**config.mk**
```make
export PLATFORM = sky130hd
export DESIGN_NAME = fetch_unit
export DESIGN_NICKNAME = d
export VERILOG_FILES = /design/src/rtl/fetch_unit.sv
export SDC_FILE = /design/constraint.sdc
export NUM_CORES = 1
export LEC_CHECK = 0
export ABC_AREA = 0
export CORE_ASPECT_RATIO = 0.75
export CORE_MARGIN = 3
export CORE_UTILIZATION = 40
export CTS_CLUSTER_SIZE = 30
export DETAILED_ROUTE_END_ITERATION = 8
export PLACE_DENSITY = 0.68
export SYNTH_ARGS = -nofsm -noshare
export SYNTH_HDL_FRONTEND = slang
export SYNTH_SLANG_ARGS = --single-unit
```
**constraint.sdc**
```tcl
create_clock -name clk -period 2.2 [get_ports clk]
set_clock_uncertainty 0.2 [all_clocks]
set_input_delay 0.66 -clock clk [delete_from_list [all_inputs] [get_ports clk]]
set_output_delay 0.66 -clock clk [all_outputs]
set_load 0.05 [all_outputs]
```
**src/rtl/fetch_unit.sv**
```systemverilog
// fetch_unit
// Instruction fetch stage feeding decode. Holds the program counter, issues
// word reads to instruction memory with a req/ack handshake, and presents each
// fetched word on ir/ir_pc with a valid/ready handshake. A taken branch or jump
// (redirect) restarts fetch at a new target. A read still in flight when the
// redirect arrives is drained and its data thrown away.
//
// Ports:
//   clk, rst_n          rising-edge clock, asynchronous active-low reset
//   imem_req/imem_addr  read request and byte address to instruction memory
//   imem_ack/imem_rdata memory completion and returned instruction word
//   ir/ir_pc/ir_valid   instruction, its byte address, and its valid flag
//   ir_ready            decode accepts ir this cycle
//   redirect/redirect_pc  resume fetch at redirect_pc (low two bits ignored)

module fetch_unit #(
    parameter logic [31:0] RESET_PC = 32'h0000_0000
) (
    input  logic        clk,
    input  logic        rst_n,
    output logic        imem_req,
    output logic [31:0] imem_addr,
    input  logic        imem_ack,
    input  logic [31:0] imem_rdata,
    output logic [31:0] ir,
    output logic [31:0] ir_pc,
    output logic        ir_valid,
    input  logic        ir_ready,
    input  logic        redirect,
    input  logic [31:0] redirect_pc
);

    typedef enum logic [1:0] {
        IDLE  = 2'd0,
        FETCH = 2'd1,
        FULL  = 2'd2,
        DRAIN = 2'd3
    } state_t;

    state_t      state;
    state_t      next_state;
    logic [31:0] pc;
    logic [31:0] pend_pc;
    logic [31:0] next_pc;
    logic [31:0] next_pend_pc;
    logic [31:0] target;
    logic        load_ir;

    // Masking (rather than slicing) keeps the ignored low bits word-aligned.
    assign target = redirect_pc & 32'hFFFF_FFFC;

    // State register.
    always_ff @(posedge clk or negedge rst_n) begin
        if (!rst_n) begin
            state <= IDLE;
        end else begin
            state <= next_state;
        end
    end

    // Next-state and next-datapath logic. A redirect overrides every other
    // event in the same cycle. A request that is still outstanding when the
    // redirect is seen cannot be withdrawn, so it is parked in DRAIN with the
    // target held in pend_pc. The newest redirect overwrites pend_pc.
    always_comb begin
        next_state   = state;
        next_pc      = pc;
        next_pend_pc = pend_pc;
        load_ir      = 1'b0;
        case (state)
            IDLE: begin
                next_state = FETCH;
                if (redirect) begin
                    next_pc = target;
                end
            end
            FETCH: begin
                if (redirect) begin
                    if (imem_ack) begin
                        next_pc = target;
                    end else begin
                        next_pend_pc = target;
                        next_state   = DRAIN;
                    end
                end else if (imem_ack) begin
                    load_ir    = 1'b1;
                    next_pc    = pc + 32'd4;
                    next_state = FULL;
                end
            end
            FULL: begin
                if (redirect) begin
                    next_pc    = target;
                    next_state = FETCH;
                end else if (ir_ready) begin
                    next_state = FETCH;
                end
            end
            DRAIN: begin
                if (redirect) begin
                    next_pend_pc = target;
                end
                if (imem_ack) begin
                    next_pc    = redirect ? target : pend_pc;
                    next_state = FETCH;
                end
            end
            default: begin
                next_state = IDLE;
            end
        endcase
    end

    // Datapath registers. imem_addr follows the next pc except while a
    // request is being drained, so the address stays stable until its ack.
    always_ff @(posedge clk or negedge rst_n) begin
        if (!rst_n) begin
            pc        <= RESET_PC;
            pend_pc   <= 32'h0;
            imem_addr <= RESET_PC;
            ir        <= 32'h0;
            ir_pc     <= 32'h0;
        end else begin
            pc      <= next_pc;
            pend_pc <= next_pend_pc;
            if (next_state != DRAIN) begin
                imem_addr <= next_pc;
            end
            if (load_ir) begin
                ir    <= imem_rdata;
                ir_pc <= pc;
            end
        end
    end

    // Outputs decoded from the registered state. Reset forces IDLE, so both
    // the request and the valid flag drop as soon as rst_n goes low.
    always_comb begin
        imem_req = (state == FETCH) || (state == DRAIN);
        ir_valid = (state == FULL);
    end

endmodule

```
==> results of run 1 <==
==> state kept, by name (all words and copies together) (netlist names) <==
register and flops:
pc 32, pend_pc 32, ir_pc 32, imem_addr 32
ir 32, state 2
==> metal layers <==
| metal | up-vias | part of all wire, % | GRT usage, % |
|---|---|---|---|
| li1 | 3486 | - | - |
| met4 | 0 | 1.6 | 6.21 |
| met3 | 40 | 8.3 | 5.86 |
| met2 | 335 | 43 | 33.5 |
| met1 | 3755 | 47 | 34.4 |
| met5 | - | 0 | 0 |
==> final timing paths <==
| kind | start | end | slack, ns | cells past startpoint |
|---|---|---|---|---|
| setup / recovery | state[0]$_DFF_PN0_ | ir_valid | 0.02 | 3 |
| hold / removal | pend_pc[27]$_DFFE_PN0P_ | pend_pc[27]$_DFFE_PN0P_ | 0.29 | 1 |
| setup reg to reg | pc[3]$_DFF_PN0_ | pc[28]$_DFF_PN0_ | 0.04 | 8 |
| hold reg to reg | pend_pc[27]$_DFFE_PN0P_ | pend_pc[27]$_DFFE_PN0P_ | 0.29 | 1 |
| max in group asynchronous | rst_n | state[0]$_DFF_PN0_ | 0.66 | 3 |
| min in group asynchronous | rst_n | ir_pc[23]$_DFFE_PN0P_ | 0.47 | 2 |
==> final cells by class <==
cell class,count,area share [%]
tap,282,2.89
clock buffer,18,3.60
timing repair buffer,351,24.7
sequential,162,33.3
clock inverter,13,1.02
multi-input combinational,529,34.2
inverter,12,0.389
==> repair_timing <==
| action | 4_1_cts | 5_1_grt |
|---|---|---|
| gates resized for setup | 9 | 33 |
| hold buffers | 1 | 0 |
| cloned | 0 | 0 |
| setup buffers | 3 | 8 |
| pin swaps | 1 | 11 |
| setup endpoints to repair | 65 | 64 |
| hold endpoints to repair | 23 | 0 |
==> through the flow <==
step | hold slack [ns] | instance area [um2] | total power [mW] | setup slack [ns] | cells
2_1_floorplan | 0.164 | 8450 | 9.52 | -0.0704 | 761
3_3_place_gp | 0.274 | 11400 | 12.3 | -0.389 | 1325
3_5_place_dp | 0.286 | 11400 | 12.5 | -0.423 | 1325
4_1_cts | 0.301 | 12000 | 15.4 | -0.00604 | 1359
5_1_grt | 0.320 | 12200 | 16.2 | -0.0847 | 1367
6_report | 0.295 | 12200 | 15.5 | 0.0208 | 1367
==> logic make-up after synthesis <==
| group | count (synthesis) | share of synthesized area [%] |
|---|---|---|
| muxes | 126 | 16.6 |
| xor gates and xnor gates | 8 | 0.834 |
| and+or+nand+nor | 192 | 13.4 |
| AOI/OAI and AO/OA | 202 | 16.7 |
| buffers and inverters | 70 | 4.04 |
| adders and majority gates | 1 | 0.149 |
| DFF | 162 | 48.2 |
==> placed cells by master (no fill, tap or decap), types with 5 or more instances in the layout <==
cell	instances
sky130_fd_sc_hd__nor4_1	5
sky130_fd_sc_hd__nor2_1	43
sky130_fd_sc_hd__a21oi_1	41
sky130_fd_sc_hd__dfrtp_2	5
sky130_fd_sc_hd__inv_1	9
sky130_fd_sc_hd__o211ai_1	6
sky130_fd_sc_hd__o21ai_0	30
sky130_fd_sc_hd__and3_1	5
sky130_fd_sc_hd__a221oi_1	6
sky130_fd_sc_hd__buf_12	15
sky130_fd_sc_hd__a31oi_1	16
sky130_fd_sc_hd__o31ai_1	5
sky130_fd_sc_hd__a221o_1	5
sky130_fd_sc_hd__mux2_2	105
sky130_fd_sc_hd__clkbuf_16	17
sky130_fd_sc_hd__o2bb2ai_1	5
sky130_fd_sc_hd__xnor2_1	7
sky130_fd_sc_hd__clkdlybuf4s50_1	63
sky130_fd_sc_hd__nor2b_1	8
sky130_fd_sc_hd__a222oi_1	5
sky130_fd_sc_hd__a22oi_1	10
sky130_fd_sc_hd__nand2b_1	11
sky130_fd_sc_hd__o21ai_1	6
sky130_fd_sc_hd__nand3_1	15
sky130_fd_sc_hd__nor3_1	8
sky130_fd_sc_hd__nand2_1	47
sky130_fd_sc_hd__buf_4	263
sky130_fd_sc_hd__nor4_4	5
sky130_fd_sc_hd__nand4_1	5
sky130_fd_sc_hd__mux2i_1	15
sky130_fd_sc_hd__dfrtp_1	157
sky130_fd_sc_hd__buf_6	6
==> worst max-delay path: stages, from the launching register on <==
cell and delay, ns:
sky130_fd_sc_hd__dfrtp_2 0.48, sky130_fd_sc_hd__buf_6 0.15, sky130_fd_sc_hd__nor2_4 0.12, sky130_fd_sc_hd__buf_12 0.15
==> power by group through the flow <==
| stage | clock, mW | combinational, mW | sequential (mW) |
|---|---|---|---|
| 5_1_grt | 3.07 | 8.19 | 4.95 |
| 4_1_cts | 2.96 | 7.67 | 4.78 |
| 6_report | 2.90 | 7.78 | 4.81 |
| 2_1_floorplan | 0 | 2.24 | 7.28 |
| 3_5_place_dp | 0 | 7.63 | 4.83 |
| 3_3_place_gp | 0 | 7.54 | 4.78 |
==> qor.yml, run 1 <==
row_count: 45
design.die.area_mm2: 0.0228
share_seq_of_total_power_pct: 31.0
ys_types: 83
floorplan.initialDensity_pct: 41.1
ys.warnings.count: 0
width_of_the_chip_um: 173
crit_path_end_kind: "primary output"
synth_edf_count: 0
clock_tree.root_cell: "sky130_fd_sc_hd__clkbuf_16"
power_switching_share_pct: 44.3
period_minus_slack_ns: 2.18
clk_pin_slew_worst_paths_ns: 0.07
routabilityCongestion: 0.951
postSynthCellCount: 761
timing.hold.worst.class: "register to register"
timing_worst_setup_path_type: "register to primary output"
tightest_slew_ns: 0.541
fmaxAchievable_ghz: 0.459
multiInputGateArea_mm2: 0.00417
final_net_count: 1143
timing.final.max_slew_violations: 0
ys_seq_area_share_pct: 48.2
finalHoldViolations: 0
detailed_place_hpwl_um: 20100
antennaDiodeCount: 0
powerDensity_mw_per_mm2: 1270
dr_total_vias: 7616
synth.most_common_cell: "sky130_fd_sc_hd__dfrtp_1"
sequential_cell_area_mm2: 0.00406
grt_pass1_vias: 7547
num-fill-cells: 1697
drt_pre_antenna_iters: 8
global_route.overflow_total: 0
share_clk_of_total_power_pct: 18.7
outcome: "finished clean"
number_of_placed_i_o_pins: 167
arrival_ns: 1.32
totalNegativeSetupSlack_ns: 0
synth_top_area_cell: "sky130_fd_sc_hd__dfrtp_1"
power.static_leakage_nw: 5.39
mappedNetlistNets: 831
tritoncts.num_buffers: 17
synthTopCellsByCount: "sky130_fd_sc_hd__dfrtp_1 (162), sky130_fd_sc_hd__mux2_2 (106), sky130_fd_sc_hd__nand2_1 (48)"
synth_area_mm2: 0.00840
track_usage_pct: 23.2
routedWlPerCell_um: 19.6
postRouteAntennaNets: 0
power.combinational.fraction_pct: 50.2
clock-sinks: 162
post_synthesis_sequential_element_count: 162
worstSetupStartpointType: "register"
avgSynthCellArea_um2: 11.0
rsz0062_at_grt: "true"
antenna_found_initial: 0
totalWireLength_um: 26800
grt_start_max_net_pins: 68
areaGrowthSynthToFinish_pct: 45.3
cts_h_tree_lvls: 4
largest_vdd_supply_drop_mv: 0.756
port_buffers: 164
cts_tree: "done"
cell_internal_pwr_mw: 8.63
timing.critical_path.required_ns: 1.34
vias_per_cell: 5.57
grt_pass1_wl_um: 42200
fin_crit_sh_pct: 99.1
dr.first_iter.drc_count: 783
maxSlewHeadroom_pct: 63.9
crit_fanout: 8
postSynth.asyncResetShare_pct: 100
detail_route.drc_violations: 0
yosys_most_used_dff: "sky130_fd_sc_hd__dfrtp_1"
fin_util_pct: 59.7
clk_path_buf_depth: 2
setup_viol: 0
placeableCoreArea_mm2: 0.0204
power_switching_mw: 6.86
synthTopCellsByArea: "sky130_fd_sc_hd__dfrtp_1 (48%), sky130_fd_sc_hd__mux2_2 (14%), sky130_fd_sc_hd__a21oi_1 (2.5%), sky130_fd_sc_hd__nand2_1 (2.1%), sky130_fd_sc_hd__buf_2 (2.0%)"
layout-drive-gt1-share_pct: 44.1
die_h_um: 132
yosysTopAreaCellShare_pct: 48.2
clock_latency_ns: 0.43
max_cap_violations: 0
Note: power is estimated with default switching activity, not from simulation.
==> run 2, diff against run 1 <==
Settings changed: CORE_UTILIZATION 40 to 47, PLACE_DENSITY 0.68 to 0.78.
==> run 2 against run 1 <==
  * First-iteration DRC count is 1.5% higher
  * Non-clock buffer count is 12 lower
  * Routed wire length decreased by 0.33%
  * Critical endpoint is now imem_addr[20]$_DFFE_PN0P_
==> qor.yml, run 2 (synthesis results as in run 1) <==
outcome: "finished clean"
worstSetupStartpointType: "register"
detail_route.drc_violations: 0  # unchanged
finalHoldViolations: 0  # unchanged
period_minus_slack_ns: 2.17  # -0.00464 ns
timing.critical_path.from: "state[1]$_DFF_PN0_"
clock_latency_ns: 0.43  # about the same
routedWlPerCell_um: 20.4  # +4.0%
largest_vdd_supply_drop_mv: 0.967  # +28%
tritoncts.num_buffers: 17  # unchanged
routabilityCongestion: 0.932  # -1.9%
cell_internal_pwr_mw: 8.76  # +1.4%
arrival_ns: 2.29  # +0.97 ns
layout_common_cells: "sky130_fd_sc_hd__buf_4 (255), sky130_fd_sc_hd__dfrtp_1 (157), sky130_fd_sc_hd__mux2_2 (105), sky130_fd_sc_hd__clkdlybuf4s50_1 (63), sky130_fd_sc_hd__nand2_1 (47)"
timing.critical_path.required_ns: 2.32  # +0.98 ns
maxSlewHeadroom_pct: 67.7  # +3.8 points
fmaxAchievable_ghz: 0.460  # +0.21%
placeableCoreArea_mm2: 0.0172  # -16%
dp.cells: 1272  # -4.0%
share_clk_of_total_power_pct: 19.7  # +1.0 points
design.die.area_mm2: 0.0195  # -14%
powerDensity_mw_per_mm2: 1300  # +2.6%
drt_pre_antenna_iters: 6  # -2
grt_start_max_net_pins: 46  # -32%
detailed_place_hpwl_um: 19700  # -2.2%
cp_slowest_stage_delay_ns: 0.42  # -0.06 ns
number_of_placed_i_o_pins: 167  # unchanged
cts_h_tree_lvls: 4  # unchanged
num-fill-cells: 1271  # -25%
totalWireLength_um: 26800  # -0.33%
power.static_leakage_nw: 5.35  # -0.76%
clk_path_buf_depth: 2  # unchanged
width_of_the_chip_um: 160  # -7.5%
clock-sinks: 162  # unchanged
antennaDiodeCount: 0  # unchanged
crit_path_end_kind: "register"
tightest_slew_ns: 0.482  # -0.0596 ns
areaGrowthSynthToFinish_pct: 43.2
layout.cells.non_filler: 1310  # -4.2%
setup_viol: 0  # unchanged
floorplan.initialDensity_pct: 48.9  # +7.8 points
dr_total_vias: 7764  # +1.9%
multiInputGateArea_mm2: 0.00414  # -0.90%
timing_worst_setup_path_type: "register to register"
totalNegativeSetupSlack_ns: 0  # unchanged
timing.hold.worst.class: "register to register"
cells_along_the_critical_path: "buf_4 -> buf_4 -> nand2_1 -> a21oi_1 -> a22oi_1 -> o31ai_4 -> mux2_2"
antenna_found_initial: 0  # unchanged
layout.cells.most_common: "sky130_fd_sc_hd__buf_4"
cpMaxStageDelayCell: "sky130_fd_sc_hd__dfrtp_2"
max_cap_violations: 0  # unchanged
vias_per_cell: 5.93  # +6.4%
grt_pass1_vias: 7567  # +0.27%
worst_hold_startpoint: "pend_pc[27]$_DFFE_PN0P_"
track_usage_pct: 27.6  # +4.4 points
reg2reg_from: "state[1]$_DFF_PN0_"
timing.critical_path.mode_cell: "sky130_fd_sc_hd__buf_4"
share_seq_of_total_power_pct: 30.6  # -0.4 points
dr.first_iter.drc_count: 795  # +1.5%
port_buffers: 164  # unchanged
die_h_um: 122  # -7.4%
power_switching_mw: 6.92  # +0.76%
fin_crit_sh_pct: 98.8  # -0.21 points
crit_fanout: 6  # -2
timing.final.max_slew_violations: 0  # unchanged
power.combinational.fraction_pct: 49.7  # -0.5 points
clock_tree.root_cell: "sky130_fd_sc_hd__clkbuf_16"
power_switching_share_pct: 44.1  # -0.17 points
postRouteAntennaNets: 0  # unchanged
grt_pass1_wl_um: 42200  # about the same
final_net_count: 1131  # -1.0%
global_route.overflow_total: 0  # unchanged
row_count: 41  # -8.9%
layout-drive-gt1-share_pct: 42.6  # -1.5 points
sequential_cell_area_mm2: 0.00406  # unchanged
cts_tree: "done"
clk_pin_slew_worst_paths_ns: 0.07  # about the same
[run 2: cell count changes in the layout (fill, tap and decap cells not counted), moves of 2 or more]
| cell | previous run | this run |
|---|---|---|
| sky130_fd_sc_hd__nand3_2 | 2 | 0 |
| sky130_fd_sc_hd__buf_4 | 263 | 255 |
| sky130_fd_sc_hd__buf_12 | 15 | 12 |
| sky130_fd_sc_hd__clkinv_4 | 1 | 3 |
| sky130_fd_sc_hd__clkinv_2 | 2 | 0 |
[run 2: repair_timing]
| action | CTS | global route |
|---|---|---|
| setup endpoints to repair | 11 | 33 |
| pin swaps | 0 | 3 |
| resized for setup | 8 | 21 |
| setup buffers | 3 | 3 |
| hold buffers | 1 | 0 |
| endpoints found under the hold margin | 17 | 0 |
[run 2: final timing paths]
kind	endpoint	slack (ns)	cells after the start
max	imem_addr[20]$_DFFE_PN0P_	0.03	7
min	pend_pc[27]$_DFFE_PN0P_	0.30	1
max reg2reg	imem_addr[20]$_DFFE_PN0P_	0.03	7
min reg2reg	pend_pc[27]$_DFFE_PN0P_	0.30	1
max in group asynchronous	ir[24]$_DFFE_PN0P_	0.76	3
min in group asynchronous	imem_addr[20]$_DFFE_PN0P_	0.46	2
[run 2: area by class of cell]
| class | instances | share of cell area, % |
|---|---|---|
| clock inverter | 14 | 1.42 |
| tap | 236 | 2.45 |
| inverter | 12 | 0.395 |
| clock buffer | 18 | 3.65 |
| timing repair buffer | 339 | 23.9 |
| sequential | 162 | 33.7 |
| multi-input combinational | 529 | 34.4 |
[run 2: power by group through the flow]
stage               clock, mW  combinational (mW)  sequential, mW
global route             3.25                8.18            4.94
CTS                      3.13                7.71            4.79
finish                   3.08                7.78            4.80
floorplan                   0                2.24            7.28
detailed placement          0                7.64            4.83
global placement            0                7.51            4.78
[run 2: through the flow]
step                util (%)  hold WS [ns]  total power, mW  instance area (um2)  setup WS (ns)
floorplan                  -         0.164             9.52                 8450        -0.0704
global placement        65.5         0.271             12.3                11300         -0.358
detailed placement      65.5         0.279             12.5                11300         -0.408
CTS                     69.5         0.293             15.6                11900         0.0108
global route            70.0         0.321             16.4                12000       -0.00172
finish                  70.0         0.295             15.7                12000         0.0255
[run 2: critical path, delay by kind of cell, from the launching register on]
family	cells	cell delay [ns]
AOI/OAI and AO/OA	3	0.62
and+or+nand+nor	1	0.21
DFF	1	0.42
buffers and inverters	2	0.32
muxes	1	0.29
[run 2: routing by layer]
metal,track usage (%),up-vias,wire [um]
li1,-,3468,-
met1,39.5,3755,11600
met2,41.2,479,11600
met3,7.89,62,2990
met4,7.37,0,605
met5,0,-,0
